## config.mk

```make
export PLATFORM = sky130hd
export DESIGN_NAME = load_store_unit
export DESIGN_NICKNAME = d
export VERILOG_FILES = /design/src/rtl/load_store_unit.sv
export SDC_FILE = /design/constraint.sdc
export NUM_CORES = 1
export LEC_CHECK = 0
export ABC_AREA = 1
export BUFFER_PORTS_ARGS = -buffer_cell sky130_fd_sc_hd__buf_2
export CAP_MARGIN = 25
export CORE_MARGIN = 5
export CORE_UTILIZATION = 35
export DETAILED_ROUTE_END_ITERATION = 7
export PLACE_DENSITY = 0.61
export SYNTH_ARGS = -nofsm -noshare
export SYNTH_HDL_FRONTEND = slang
export SYNTH_SLANG_ARGS = --single-unit
```

## constraint.sdc

```tcl
create_clock -name i_clk -period 1.9 [get_ports i_clk]
set_clock_uncertainty 0.2 [all_clocks]
set_input_delay 0.095 -clock i_clk [delete_from_list [all_inputs] [get_ports i_clk]]
set_output_delay 0.095 -clock i_clk [all_outputs]
set_load 0.02 [all_outputs]
```

## src/rtl/load_store_unit.sv

```systemverilog
// Load/store unit: turns one-cycle load/store requests from the control unit
// into a single memory handshake, with lane steering, load extension,
// alignment/funct3 checking and a bounded wait for mem_ready.
module load_store_unit #(
  parameter int TIMEOUT_CYC = 16
) (
  input  logic        i_clk,
  input  logic        i_rst_n,
  input  logic        i_start,
  input  logic        i_is_store,
  input  logic [2:0]  i_funct3,
  input  logic [31:0] i_addr,
  input  logic [31:0] i_wdata,
  output logic        o_busy,
  output logic        o_done,
  output logic        o_reg_we,
  output logic [31:0] o_rdata,
  output logic [1:0]  o_err_code,
  output logic        o_mem_req,
  output logic        o_mem_we,
  output logic [31:0] o_mem_addr,
  output logic [3:0]  o_mem_be,
  output logic [31:0] o_mem_wdata,
  input  logic        i_mem_ready,
  input  logic [31:0] i_mem_rdata
);

  localparam int CW = $clog2(TIMEOUT_CYC + 1);

  typedef enum logic [1:0] {
    S_IDLE = 2'd0,
    S_REQ  = 2'd1,
    S_RESP = 2'd2,
    S_ERR  = 2'd3
  } state_t;

  localparam logic [1:0] ERR_OK        = 2'b00;
  localparam logic [1:0] ERR_MISALIGN  = 2'b01;
  localparam logic [1:0] ERR_ILLEGAL   = 2'b10;
  localparam logic [1:0] ERR_TIMEOUT   = 2'b11;

  state_t        r_state;
  state_t        w_next_state;
  logic          r_is_store;
  logic [2:0]    r_funct3;
  logic [31:0]   r_addr;
  logic [CW-1:0] r_wait_cnt;
  logic [31:0]   r_rdata;
  logic [1:0]    r_err_code;
  logic [3:0]    r_mem_be;
  logic [31:0]   r_mem_wdata;

  logic          w_illegal;
  logic          w_misaligned;
  logic          w_wait_expired;
  logic [3:0]    w_be;
  logic [31:0]   w_store_data;
  logic [31:0]   w_lane;
  logic [31:0]   w_load_ext;

  assign w_wait_expired = (r_wait_cnt == CW'(TIMEOUT_CYC - 1));

  // Classify the incoming request: illegal funct3 takes priority over alignment.
  always_comb begin
    w_illegal    = 1'b0;
    w_misaligned = 1'b0;
    case (i_funct3)
      3'b011, 3'b110, 3'b111: w_illegal = 1'b1;
      3'b100, 3'b101:         w_illegal = i_is_store;
      default:                w_illegal = 1'b0;
    endcase
    case (i_funct3[1:0])
      2'b01:   w_misaligned = i_addr[0];
      2'b10:   w_misaligned = (i_addr[1:0] != 2'b00);
      default: w_misaligned = 1'b0;
    endcase
    if (w_illegal) begin
      w_misaligned = 1'b0;
    end
  end

  // Store lane steering: replicate the data across lanes and pick byte enables.
  always_comb begin
    w_be         = 4'b0000;
    w_store_data = 32'h0;
    if (i_is_store) begin
      case (i_funct3[1:0])
        2'b00: begin
          w_be         = 4'b0001 << i_addr[1:0];
          w_store_data = {4{i_wdata[7:0]}};
        end
        2'b01: begin
          w_be         = 4'b0011 << i_addr[1:0];
          w_store_data = {2{i_wdata[15:0]}};
        end
        default: begin
          w_be         = 4'b1111;
          w_store_data = i_wdata;
        end
      endcase
    end
  end

  // Load lane selection and sign/zero extension of the returned word.
  always_comb begin
    w_lane     = i_mem_rdata >> {r_addr[1:0], 3'b000};
    w_load_ext = w_lane;
    case (r_funct3)
      3'b000:  w_load_ext = {{24{w_lane[7]}}, w_lane[7:0]};
      3'b001:  w_load_ext = {{16{w_lane[15]}}, w_lane[15:0]};
      3'b100:  w_load_ext = {24'h0, w_lane[7:0]};
      3'b101:  w_load_ext = {16'h0, w_lane[15:0]};
      default: w_load_ext = w_lane;
    endcase
  end

  // Next-state logic: errors bypass memory entirely, REQ waits for ready or timeout.
  always_comb begin
    w_next_state = r_state;
    case (r_state)
      S_IDLE: begin
        if (i_start) begin
          w_next_state = (w_illegal || w_misaligned) ? S_ERR : S_REQ;
        end
      end
      S_REQ: begin
        if (i_mem_ready) begin
          w_next_state = S_RESP;
        end else if (w_wait_expired) begin
          w_next_state = S_ERR;
        end
      end
      S_RESP:  w_next_state = S_IDLE;
      S_ERR:   w_next_state = S_IDLE;
      default: w_next_state = S_IDLE;
    endcase
  end

  // State register.
  always_ff @(posedge i_clk or negedge i_rst_n) begin
    if (!i_rst_n) begin
      r_state <= S_IDLE;
    end else begin
      r_state <= w_next_state;
    end
  end

  // Request capture, wait counter, error code and load result registers.
  always_ff @(posedge i_clk or negedge i_rst_n) begin
    if (!i_rst_n) begin
      r_is_store  <= 1'b0;
      r_funct3    <= 3'b000;
      r_addr      <= 32'h0;
      r_wait_cnt  <= '0;
      r_rdata     <= 32'h0;
      r_err_code  <= ERR_OK;
      r_mem_be    <= 4'b0000;
      r_mem_wdata <= 32'h0;
    end else begin
      case (r_state)
        S_IDLE: begin
          if (i_start) begin
            r_is_store  <= i_is_store;
            r_funct3    <= i_funct3;
            r_addr      <= i_addr;
            r_wait_cnt  <= '0;
            r_mem_be    <= w_be;
            r_mem_wdata <= w_store_data;
            if (w_illegal) begin
              r_err_code <= ERR_ILLEGAL;
            end else if (w_misaligned) begin
              r_err_code <= ERR_MISALIGN;
            end else begin
              r_err_code <= ERR_OK;
            end
          end
        end
        S_REQ: begin
          if (i_mem_ready) begin
            r_err_code <= ERR_OK;
            if (!r_is_store) begin
              r_rdata <= w_load_ext;
            end
          end else begin
            r_wait_cnt <= r_wait_cnt + 1'b1;
            if (w_wait_expired) begin
              r_err_code <= ERR_TIMEOUT;
            end
          end
        end
        default: begin
        end
      endcase
    end
  end

  assign o_busy      = (r_state != S_IDLE);
  assign o_done      = (r_state == S_RESP) || (r_state == S_ERR);
  assign o_reg_we    = (r_state == S_RESP) && !r_is_store;
  assign o_rdata     = r_rdata;
  assign o_err_code  = r_err_code;
  assign o_mem_req   = (r_state == S_REQ);
  assign o_mem_we    = (r_state == S_REQ) && r_is_store;
  assign o_mem_addr  = {r_addr[31:2], 2'b00};
  assign o_mem_be    = r_mem_be;
  assign o_mem_wdata = r_mem_wdata;

endmodule

```

==> flow_metrics.env, run 1 <==
export IMPL_synth_edff_count=0
export IMPL_whs_ns=0.002668
export IMPL_synth_top_cells_by_area="dfrtp_1 48%, nand2_1 19%, nand3_1 5.3%"
export IMPL_drc=0
export IMPL_cts_max_path_buffers=2
export IMPL_cts_buffers_inserted=17
export IMPL_worstRegToRegCells=6
export IMPL_synth_most_common_cell="nand2_1"
export IMPL_final_cell_area_sq_mm=0.008588
export IMPL_grt_overflow_total=0
export IMPL_synth_area_leader_cell="dfrtp_1"
export IMPL_start_util_pct=35.46
export IMPL_rrSetupSlack_ns=0.15
export IMPL_ios=211
export IMPL_rows=47
export IMPL_dr_first_iter_drc_count=294
export IMPL_globalRouteTotalUtil_pct=19.50
export IMPL_path_depth=6
export IMPL_core_area_sq_mm=0.01652
export IMPL_synth_distinct_cells=26
export IMPL_leakage_nw=4.670
export IMPL_rsz0062_at_grt="no"
export IMPL_worst_pin_slew_ns=0.5260
export IMPL_slew_headroom_pct=64.93
export IMPL_die_width_um=139.4
export IMPL_crit_family="buffers and inverters"
export IMPL_pwr_share_seq_pct=30.3
export IMPL_io_buffers=208
export IMPL_hold_viol=0
export IMPL_cp_max_fo=12
export IMPL_max_freq_mhz=570.9
export IMPL_finalSetupViolations=0
export IMPL_min_period_ns=1.752
export IMPL_synth_area_sq_mm=0.005859
export IMPL_clkPwrFrac_pct=23.7
export IMPL_dpl_hpwl_um=12930
export IMPL_power_frac_comb_pct=46.0
export IMPL_gp_congestion=0.8888
export IMPL_chipHeight_um=139.4
export IMPL_htree_levels=4
export IMPL_power_switching_w=0.005864
export IMPL_insertion_delay_ns=0.41
export IMPL_avgSynthCellArea_sq_um=7.750
export IMPL_fin_crit_sh_pct=92.19
export IMPL_dieArea_sq_mm=0.01943
export IMPL_antenna_cells=0
export IMPL_area_delta_synth_final_pct=46.57
export IMPL_worstSetupEndpointType="flop"
export IMPL_cts_tree="done"
export IMPL_drt_wl_total_um=18630
export IMPL_grt_pass1_vias=5943
export IMPL_reg2reg_to="o_rdata[7]$_DFFE_PN0P_"
export IMPL_yosysWarnings=0
export IMPL_ant_nets=0
export IMPL_netlist_instances=756
export IMPL_drive_above_1_share_pct=27.58
export IMPL_crit_chain="inv_4, nand2_1, nand3_1, dlygate4sd3_1, nand3_1, nand2_1"
export IMPL_viasPerCell=4.579
export IMPL_critPathRequiredTime_ns=2.04
export IMPL_clkTransAtPathRegs_ns=0.05
export IMPL_ys_async_sr_fraction_pct=100.0
export IMPL_maxCapViolations=0
export IMPL_critPathLaunchType="flop"
export IMPL_fin_nets=1145
export IMPL_power_density_mw_per_mm2=1605
export IMPL_antenna_found_initial=0
export IMPL_crit_reg2reg_launch="r_addr[0]$_DFFE_PN0P_"
export IMPL_grt_max_degree=44
export IMPL_clock_root_buffer="clkbuf_16"
export IMPL_grt_pass1_wl_um=30610
export IMPL_slowest_stage="dlygate4sd3_1"
export IMPL_first_pass_iters=5
export IMPL_clock_sinks=113
export IMPL_path_class="flop to flop"
export IMPL_tns_ns=0
export IMPL_ir_drop_uv=825.2
export IMPL_synth_top_cell_area_share_pct=48.26
export IMPL_ys_flop_type="dfrtp_1"
export IMPL_ys_seq_elements=113
export IMPL_cp_data_arrival_time_ns=1.89
export IMPL_post_cts_buffers=0
export IMPL_wl_per_cell_um=14.70
export IMPL_synth_common_cells="299 x nand2_1, 113 x dfrtp_1, 62 x nand3_1"
export IMPL_postPlaceCellArea_sq_mm=0.006935
export IMPL_crit_path_start="r_addr[0]$_DFFE_PN0P_"
export IMPL_ys_seq_area_share_pct=48.26
export IMPL_status="complete, no violations"
export IMPL_endpoint="o_rdata[7]$_DFFE_PN0P_"
export IMPL_hp_class="primary input to async pin"
export IMPL_intPower_w=0.007923
export IMPL_swShare_pct=42.53
export IMPL_drv_slew=0
export IMPL_worst_path_largest_cell_delay_ns=0.57
export IMPL_cp_buffers_inverters=2
export IMPL_vias=5806
==> sequential cells by signal, indices dropped and copies added, names as in the netlist <==
register and flops:
r_wait_cnt 5, o_mem_wdata 32, o_mem_be 4, r_is_store 1
o_err_code 2, o_rdata 32, r_funct3 3, r_state 2
r_addr 32
==> cell usage in the layout, fill, tap and decap left out <==
| cell type | instances |
|---|---|
| nor2_1 | 32 |
| nand2_2 | 5 |
| inv_1 | 49 |
| buf_12 | 5 |
| nand2_4 | 1 |
| buf_6 | 1 |
| a21oi_1 | 14 |
| nor3_1 | 4 |
| o21ai_0 | 30 |
| nand3_1 | 62 |
| o211ai_1 | 23 |
| dfrtp_2 | 1 |
| nand2_1 | 299 |
| inv_4 | 4 |
| o21ai_2 | 1 |
| clkinv_2 | 4 |
| nor2_4 | 3 |
| clkbuf_8 | 3 |
| nand3_2 | 2 |
| conb_1 | 2 |
| or2_0 | 6 |
| o22ai_1 | 1 |
| ha_1 | 6 |
| a31oi_1 | 1 |
| buf_2 | 207 |
| bufinv_16 | 3 |
| or2_1 | 6 |
| buf_4 | 13 |
| dfrtp_1 | 112 |
| clkinvlp_4 | 3 |
| clkbuf_1 | 2 |
| dlygate4sd3_1 | 103 |
| or2_2 | 12 |
| inv_2 | 4 |
| a22o_1 | 7 |
| clkbuf_16 | 17 |
==> kinds of logic (layout without fill, tap and decap cells) <==
family	after synthesis	in the layout	synth area share (%)
buf+inv	127	418	11.23
flops	113	113	48.26
other cells	1	2	0.06400
fa+ha+maj	6	6	1.281
simple gates	432	432	31.05
compound gates	77	77	8.115
==> worst reg2reg max path: cells and delay by family, from the launching register on <==
kind / cells / cell delay [ns]
buf+inv: 2 / 0.71
flops: 1 / 0.44
simple gates: 4 / 0.35
==> final cells by class <==
cell class	count	area (sq um)
clock inverter	10	132.6
fill	1593	7936
sequential	113	2829
inverter	57	224.0
multi-input combinational	517	2377
clock buffer	22	474.2
timing repair buffer	329	2276
tap	220	275.3
==> metrics by stage <==
stage | power, W | utilization [%] | worst slack (ns) | instances
after floorplan | 0.008647 | - | 0.3463 | 757
after global placement | 0.01032 | 41.97 | 0.1033 | 1133
after detailed placement | 0.01039 | 41.97 | 0.06978 | 1133
after CTS | 0.01392 | 51.88 | 0.04073 | 1268
after global routing | 0.01478 | 51.97 | 0.01910 | 1268
final | 0.01379 | 51.97 | 0.1485 | 1268
==> worst min-delay path by stage <==
| stage | from | endpoint | slack (ns) |
|---|---|---|---|
| 2_1_floorplan | i_rst_n | o_err_code[0]$_DFFE_PN0P_ | -0.40 |
| 6_report | i_rst_n | o_rdata[6]$_DFFE_PN0P_ | 0.003 |
| 3_3_place_gp | i_rst_n | o_rdata[6]$_DFFE_PN0P_ | -0.08 |
| 5_1_grt | i_rst_n | o_rdata[6]$_DFFE_PN0P_ | 0.04 |
| 4_1_cts | i_rst_n | o_rdata[6]$_DFFE_PN0P_ | 0.02 |
| 3_5_place_dp | i_rst_n | o_rdata[6]$_DFFE_PN0P_ | -0.08 |
==> power groups by stage <==
| stage | sequential [W] | combinational, W | clock, W |
|---|---|---|---|
| floorplan | 0.00493 | 0.00372 | 0 |
| global placement | 0.00418 | 0.00613 | 0 |
| detailed placement | 0.00416 | 0.00623 | 0 |
| CTS | 0.00416 | 0.00640 | 0.00335 |
| global route | 0.00434 | 0.00698 | 0.00347 |
| finish | 0.00418 | 0.00634 | 0.00327 |
==> per-layer routing <==
layer | global-route usage (%) | part of all wire, % | vias up
li1 | - | - | 2909
met1 | 23.86 | 42 | 2655
met2 | 32.67 | 48 | 221
met3 | 6.346 | 8.0 | 21
met4 | 6.282 | 2.0 | 0
met5 | 0 | 0 | -
==> timing repair <==
item / 4_1_cts / 5_1_grt
hold buffers: 103 / 0
setup endpoints to repair: 0 / 29
gates resized for setup: 0 / 9
hold endpoints to repair: 212 / 0
Note: power is estimated with default switching activity, not from simulation.
==> run 2, diff against run 1 <==
--- a/config.mk
+++ b/config.mk
@@ -8,10 +8,14 @@
 export ABC_AREA = 1
 export BUFFER_PORTS_ARGS = -buffer_cell sky130_fd_sc_hd__buf_2
 export CAP_MARGIN = 25
+export CELL_PAD_IN_SITES_DETAIL_PLACEMENT = 1
+export CELL_PAD_IN_SITES_GLOBAL_PLACEMENT = 2
+export CORE_ASPECT_RATIO = 1.5
 export CORE_MARGIN = 5
-export CORE_UTILIZATION = 35
+export CORE_UTILIZATION = 27
 export DETAILED_ROUTE_END_ITERATION = 7
-export PLACE_DENSITY = 0.61
+export HOLD_SLACK_MARGIN = 0.15
+export PLACE_DENSITY = 0.8
 export SYNTH_ARGS = -nofsm -noshare
 export SYNTH_HDL_FRONTEND = slang
 export SYNTH_SLANG_ARGS = --single-unit
==> run 2 against run 1 <==
Net effect:
- combinational power grew 3.9%
- first-iteration DRC count down 25%
- maximum frequency rose by 1.8%
- via count up 2.9%
- global-route usage shrank 1.0 points
- total power hardly changed
- register-to-register slack better by 0.07 ns
- final area grew 1.2%
- critical path type is now primary input to flop
- largest cell class unchanged
- largest power group unchanged
==> flow_metrics.env, run 2 (same netlist as run 1, synthesis figures left out) <==
export IMPL_grt_overflow_total=0
export IMPL_globalRouteTotalUtil_pct=18.47
export IMPL_post_place_ws_ns=0.09097
export IMPL_core_area_sq_mm=0.02155
export IMPL_viasPerCell=4.496
export IMPL_dr_first_iter_drc_count=220
export IMPL_hold_viol=0
export IMPL_layout_common_cells="298 x nand2_1, 207 x buf_2, 112 x dfrtp_1"
export IMPL_grt_pass1_wl_um=35670
export IMPL_dpl_hpwl_um=15780
export IMPL_drv_slew=0
export IMPL_area_delta_synth_final_pct=48.28
export IMPL_tns_ns=0
export IMPL_layout_setup_ws_ns=0.1802
export IMPL_htree_levels=4
export IMPL_grt_max_degree=47
export IMPL_hold_path_cell_count=4
export IMPL_maxCapViolations=0
export IMPL_cp_max_fo=10
export IMPL_path_class="primary input to flop"
export IMPL_cts_buffers_inserted=17
export IMPL_final_common_cell="nand2_1"
export IMPL_drt_wl_total_um=22030
export IMPL_rrSetupSlack_ns=0.22
export IMPL_fin_crit_sh_pct=90.51
export IMPL_finalPower_w=0.01380
export IMPL_critPathRequiredTime_ns=2.02
export IMPL_gp_congestion=0.8004
export IMPL_cts_max_path_buffers=2
export IMPL_cp_data_arrival_time_ns=1.84
export IMPL_start_util_pct=27.19
export IMPL_n_fill_cell=2658
export IMPL_vias=5975
export IMPL_min_period_ns=1.720
export IMPL_antenna_found_initial=0
export IMPL_instances_no_fill=1329
export IMPL_ir_drop_uv=567.4
export IMPL_leakage_nw=4.685
export IMPL_status="complete, no violations"
export IMPL_place_inst=1193
export IMPL_fin_nets=1155
export IMPL_wl_per_cell_um=16.58
export IMPL_antenna_cells=0
export IMPL_post_cts_buffers=0
export IMPL_io_buffers=208
export IMPL_worstRegToRegCells=8
export IMPL_die_width_um=130.3
export IMPL_clock_sinks=113
export IMPL_hp_class="primary input to flop"
export IMPL_clock_root_buffer="clkbuf_16"
export IMPL_critPathLaunchType="primary input"
export IMPL_finalSetupViolations=0
export IMPL_ios=211
export IMPL_insertion_delay_ns=0.41
export IMPL_worstSetupEndpointType="flop"
export IMPL_drc=0
export IMPL_chipHeight_um=190.4
export IMPL_dieArea_sq_mm=0.02481
export IMPL_rows=66
export IMPL_crit_reg2reg_launch="r_wait_cnt[0]$_DFFE_PN0P_"
export IMPL_grt_pass1_vias=6782
export IMPL_ant_nets=0
export IMPL_worst_hold_startpoint="i_addr[14]"
export IMPL_first_pass_iters=4
export IMPL_max_freq_mhz=581.5
export IMPL_clkTransAtPathRegs_ns=0.06
export IMPL_crit_path_start="i_funct3[1]"
export IMPL_drive_above_1_share_pct=28.19
export IMPL_cts_tree="done"
export IMPL_power_density_mw_per_mm2=1588
export IMPL_rsz0062_at_grt="no"
## run 2: final cells by class
cell class	instances	area, sq um	area share (%)
Sequential cell	113	2829	32.56
Multi-Input combinational cell	517	2382	27.42
Timing Repair Buffer	339	2366	27.23
Clock buffer	22	464.2	5.343
Tap cell	272	340.3	3.917
Inverter	57	221.5	2.549
Clock inverter	9	85.08	0.9793
## run 2: worst max-delay path, stage by stage
cell,delay (ns)
dlygate4sd3_1,0.54
buf_2,0.16
inv_1,0.09
ha_2,0.22
buf_4,0.20
nand2_1,0.09
nand2_1,0.06
nand3_1,0.14
a31oi_1,0.24
## run 2: per-layer routing
metal  vias to the layer above  global-route usage [%]  routed length (um)
li1                       2929                       -                   -
met1                      2864                   20.13                8160
met2                       156                   34.96               12310
met3                        26                   3.672                1033
met4                         0                   5.960                 527
met5                         -                       0                   0
## run 2: worst paths after layout
check,to
worst max register to register,o_err_code[0]$_DFFE_PN0P_
max in group asynchronous,r_addr[0]$_DFFE_PN0P_
worst max-delay path,r_state[1]$_DFFE_PN0P_
worst min register to register,r_addr[11]$_DFFE_PN0P_
worst min-delay path,r_addr[14]$_DFFE_PN0P_
min in group asynchronous,o_mem_wdata[26]$_DFFE_PN0P_
## run 2: through the flow
stage,utilization [%],instance area [sq um],hold WS [ns]
after floorplan,-,5863,-0.4006
after global placement,32.76,7061,-0.1405
final,40.31,8688,0.2232
after CTS,40.28,8681,0.1982
after detailed placement,32.76,7061,-0.1363
after global routing,40.31,8688,0.2282
## run 2: timing repair
action	4_1_cts	5_1_grt
hold endpoints to repair	226	0
gates resized for setup	0	9
hold buffers	106	0
endpoints found under the setup margin	0	18
## run 2: where the power goes
| part | internal (W) | switching [W] | leakage [nW] |
|---|---|---|---|
| Combinational | 0.00228 | 0.00431 | 3.02 |
| Clock | 0.00186 | 0.00118 | 0.262 |
| Sequential | 0.00352 | 0.000651 | 1.41 |
| Total | 0.00766 | 0.00614 | 4.68 |
==> run 3, diff against run 2 <==
--- a/config.mk
+++ b/config.mk
@@ -5,17 +5,16 @@
 export SDC_FILE = /design/constraint.sdc
 export NUM_CORES = 1
 export LEC_CHECK = 0
-export ABC_AREA = 1
 export BUFFER_PORTS_ARGS = -buffer_cell sky130_fd_sc_hd__buf_2
 export CAP_MARGIN = 25
 export CELL_PAD_IN_SITES_DETAIL_PLACEMENT = 1
 export CELL_PAD_IN_SITES_GLOBAL_PLACEMENT = 2
 export CORE_ASPECT_RATIO = 1.5
 export CORE_MARGIN = 5
-export CORE_UTILIZATION = 27
+export CORE_UTILIZATION = 28
 export DETAILED_ROUTE_END_ITERATION = 7
 export HOLD_SLACK_MARGIN = 0.15
-export PLACE_DENSITY = 0.8
+export PLACE_DENSITY = 0.81
 export SYNTH_ARGS = -nofsm -noshare
 export SYNTH_HDL_FRONTEND = slang
 export SYNTH_SLANG_ARGS = --single-unit
==> run 3 against run 2 <==
Net effect:
- the flow now finishes with violations (setup timing)
- register-to-register slack got worse by 0.35 ns
- final area fell by 0.79%
- clock power rose by 4%
- synthesized area fell by 5.9%
- synthesized cell count fell by 19%
- critical path depth fell by 5
- setup slack got worse by 0.31 ns
- via count fell by 8.4%
- die area fell by 8.7%
- utilization rose by 3.8 points
- highest routed layer unchanged
==> flow_metrics.env, run 3 <==
export IMPL_dieArea_sq_mm=0.02265
export IMPL_drive_above_1_share_pct=33.76
export IMPL_slowest_stage="or4_4"
export IMPL_ys_seq_area_share_pct=51.29
export IMPL_tns_ns=-1.584
export IMPL_final_common_cell="buf_2"
export IMPL_synth_common_cells="171 x nand2_1, 113 x dfrtp_1, 46 x nor2_1"
export IMPL_ys_flop_type="dfrtp_1"
export IMPL_chipHeight_um=181.9
export IMPL_start_util_pct=28.20
export IMPL_clkTransAtPathRegs_ns=0.06
export IMPL_yosysWarnings=0
export IMPL_synth_distinct_cells=42
export IMPL_synth_edff_count=0
export IMPL_grt_overflow_total=0
export IMPL_layout_common_cells="207 x buf_2, 170 x nand2_1, 112 x dfrtp_1"
export IMPL_ir_drop_uv=726.7
export IMPL_antenna_found_initial=3
export IMPL_cts_max_path_buffers=2
export IMPL_area_delta_synth_final_pct=56.36
export IMPL_multiInputGateArea_sq_mm=0.002360
export IMPL_hold_viol=0
export IMPL_drv_slew=0
export IMPL_vias=5473
export IMPL_fin_util_pct=44.09
export IMPL_cts_buffers_inserted=17
export IMPL_htree_levels=4
export IMPL_rsz0062_at_grt="yes"
export IMPL_grt_max_degree=114
export IMPL_ant_nets=0
export IMPL_layout_setup_ws_ns=-0.1274
export IMPL_cp_data_arrival_time_ns=2.13
export IMPL_drt_wl_total_um=20980
export IMPL_worst_path_largest_cell_delay_ns=0.51
export IMPL_critPathRequiredTime_ns=2.00
export IMPL_insertion_delay_ns=0.40
export IMPL_violations="setup timing"
export IMPL_crit_family="multiplexers"
export IMPL_fin_crit_sh_pct=106.7
export IMPL_cp_max_fo=9
export IMPL_cts_tree="done"
export IMPL_synth_most_common_cell="nand2_1"
export IMPL_slew_headroom_pct=55.95
export IMPL_netlist_instances=610
export IMPL_dr_first_iter_drc_count=194
export IMPL_hp_class="primary input to async pin"
export IMPL_avgSynthCellArea_sq_um=9.037
export IMPL_leakage_nw=4.412
export IMPL_fin_nets=1025
export IMPL_globalRouteTotalUtil_pct=18.55
export IMPL_first_pass_iters=4
export IMPL_power_density_mw_per_mm2=1578
export IMPL_worstSetupEndpointType="flop"
export IMPL_die_width_um=124.6
export IMPL_min_period_ns=2.027
export IMPL_crit_chain="mux2i_1, mux4_2, or4_4, o311ai_1"
export IMPL_core_area_sq_mm=0.01955
export IMPL_viasPerCell=4.599
export IMPL_max_freq_mhz=493.3
export IMPL_status="finished, violations left"
export IMPL_worst_pin_slew_ns=0.6608
export IMPL_ys_async_sr_fraction_pct=100.0
export IMPL_maxCapViolations=0
export IMPL_grt_pass1_vias=6071
export IMPL_finalSetupViolations=17
export IMPL_clock_sinks=113
export IMPL_seqCellArea_sq_mm=0.002829
export IMPL_grt_pass1_wl_um=33640
export IMPL_drc=0
export IMPL_n_fill_cell=2319
export IMPL_clock_root_buffer="clkbuf_16"
export IMPL_synth_top_cells_by_area="dfrtp_1 51%, nand2_1 12%, mux2i_1 4.5%"
export IMPL_wl_per_cell_um=17.63
export IMPL_io_buffers=208
export IMPL_rows=63
export IMPL_synth_top_cell_area_share_pct=51.29
export IMPL_dpl_hpwl_um=14200
export IMPL_synth_area_leader_cell="dfrtp_1"
export IMPL_path_class="flop to flop"
export IMPL_ios=211
export IMPL_critPathLaunchType="flop"
export IMPL_gp_congestion=0.8025
export IMPL_cp_buffers_inverters=0
export IMPL_ys_seq_elements=113
export IMPL_synth_area_sq_mm=0.005513
export IMPL_whs_ns=0.1342
==> run 3: cell count changes after synthesis, moves of 9 or more <==
cell,change
o31ai_1,+16
or2_2,-9
clkbuf_1,+26
inv_1,-42
mux2i_1,+25
nand3_1,-40
nand2_1,-128
buf_2,-18
nor2_1,+14
o21ai_0,+13
o211ai_1,-22
==> run 3: repair_timing <==
| item | 4_1_cts | 5_1_grt |
|---|---|---|
| hold buffers | 110 | 0 |
| hold endpoints to repair | 225 | 0 |
| setup buffers | 1 | 4 |
| pin swaps | 1 | 3 |
| resized for setup | 4 | 22 |
| endpoints found under the setup margin | 24 | 39 |
==> run 3: tightest hold or removal path, delay by kind of cell <==
family   cells  cell delay (ns)
buf+inv      3             1.09
==> run 3: layout make-up <==
cell class	count	area share, %
repair buffers	358	28.90
diodes	3	0.08710
clock inverters	10	1.277
well taps	260	3.774
clock buffers	21	5.458
inverters	7	0.3048
flip-flops and latches	113	32.82
multi-input cells	418	27.38
==> run 3: power breakdown <==
part | switching (W) | leakage [nW] | internal [W] | total (W)
clock network | 0.00113 | 0.277 | 0.00202 | 0.00315
logic | 0.00393 | 2.70 | 0.00239 | 0.00632
registers | 0.000639 | 1.43 | 0.00350 | 0.00414
total | 0.00570 | 4.41 | 0.00791 | 0.0136
==> run 3: logic make-up (layout without fill, tap and decap cells) <==
group	Yosys count	in the layout	share of synthesized area (%)
buffers and inverters	80	396	7.785
adders and majority gates	6	6	1.362
and+or+nand+nor	267	267	20.22
AOI/OAI and AO/OA	107	107	12.37
DFF	113	113	51.29
xor gates and xnor gates	2	2	0.3178
muxes	34	34	6.582
other	1	5	0.06802
==> run 3: worst paths after layout <==
check	startpoint	to	slack [ns]	depth (start not counted)
worst max-delay path	r_addr[0]$_DFFE_PN0P_	o_rdata[15]$_DFFE_PN0P_	-0.13	4
worst min-delay path	i_rst_n	o_mem_wdata[26]$_DFFE_PN0P_	0.13	3
worst max register to register	r_addr[0]$_DFFE_PN0P_	o_rdata[15]$_DFFE_PN0P_	-0.13	4
worst min register to register	o_mem_wdata[6]$_DFFE_PN0P_	o_mem_wdata[6]$_DFFE_PN0P_	0.27	2
max in group asynchronous	i_rst_n	r_addr[0]$_DFFE_PN0P_	0.87	3
min in group i_clk	i_funct3[0]	r_state[1]$_DFFE_PN0P_	0.15	5
==> run 3: per-stage QoR <==
| stage | power [W] | instances | worst slack, ns | instance area (sq um) |
|---|---|---|---|---|
| final | 0.01360 | 1190 | -0.1274 | 8620 |
| after global routing | 0.01451 | 1190 | -0.1942 | 8620 |
| after CTS | 0.01357 | 1185 | -0.1071 | 8527 |
| after global placement | 0.009976 | 1043 | -0.2100 | 6823 |
| after detailed placement | 0.01011 | 1043 | -0.2699 | 6823 |
| after floorplan | 0.008058 | 611 | -0.1374 | 5539 |
==> run 3: per-layer routing <==
metal	vias up	GRT usage (%)	part of all wire [%]
li1	2621	-	-
met1	2623	20.72	39
met2	195	33.62	53
met3	34	4.591	5.3
met4	0	7.416	2.7
met5	-	0	0
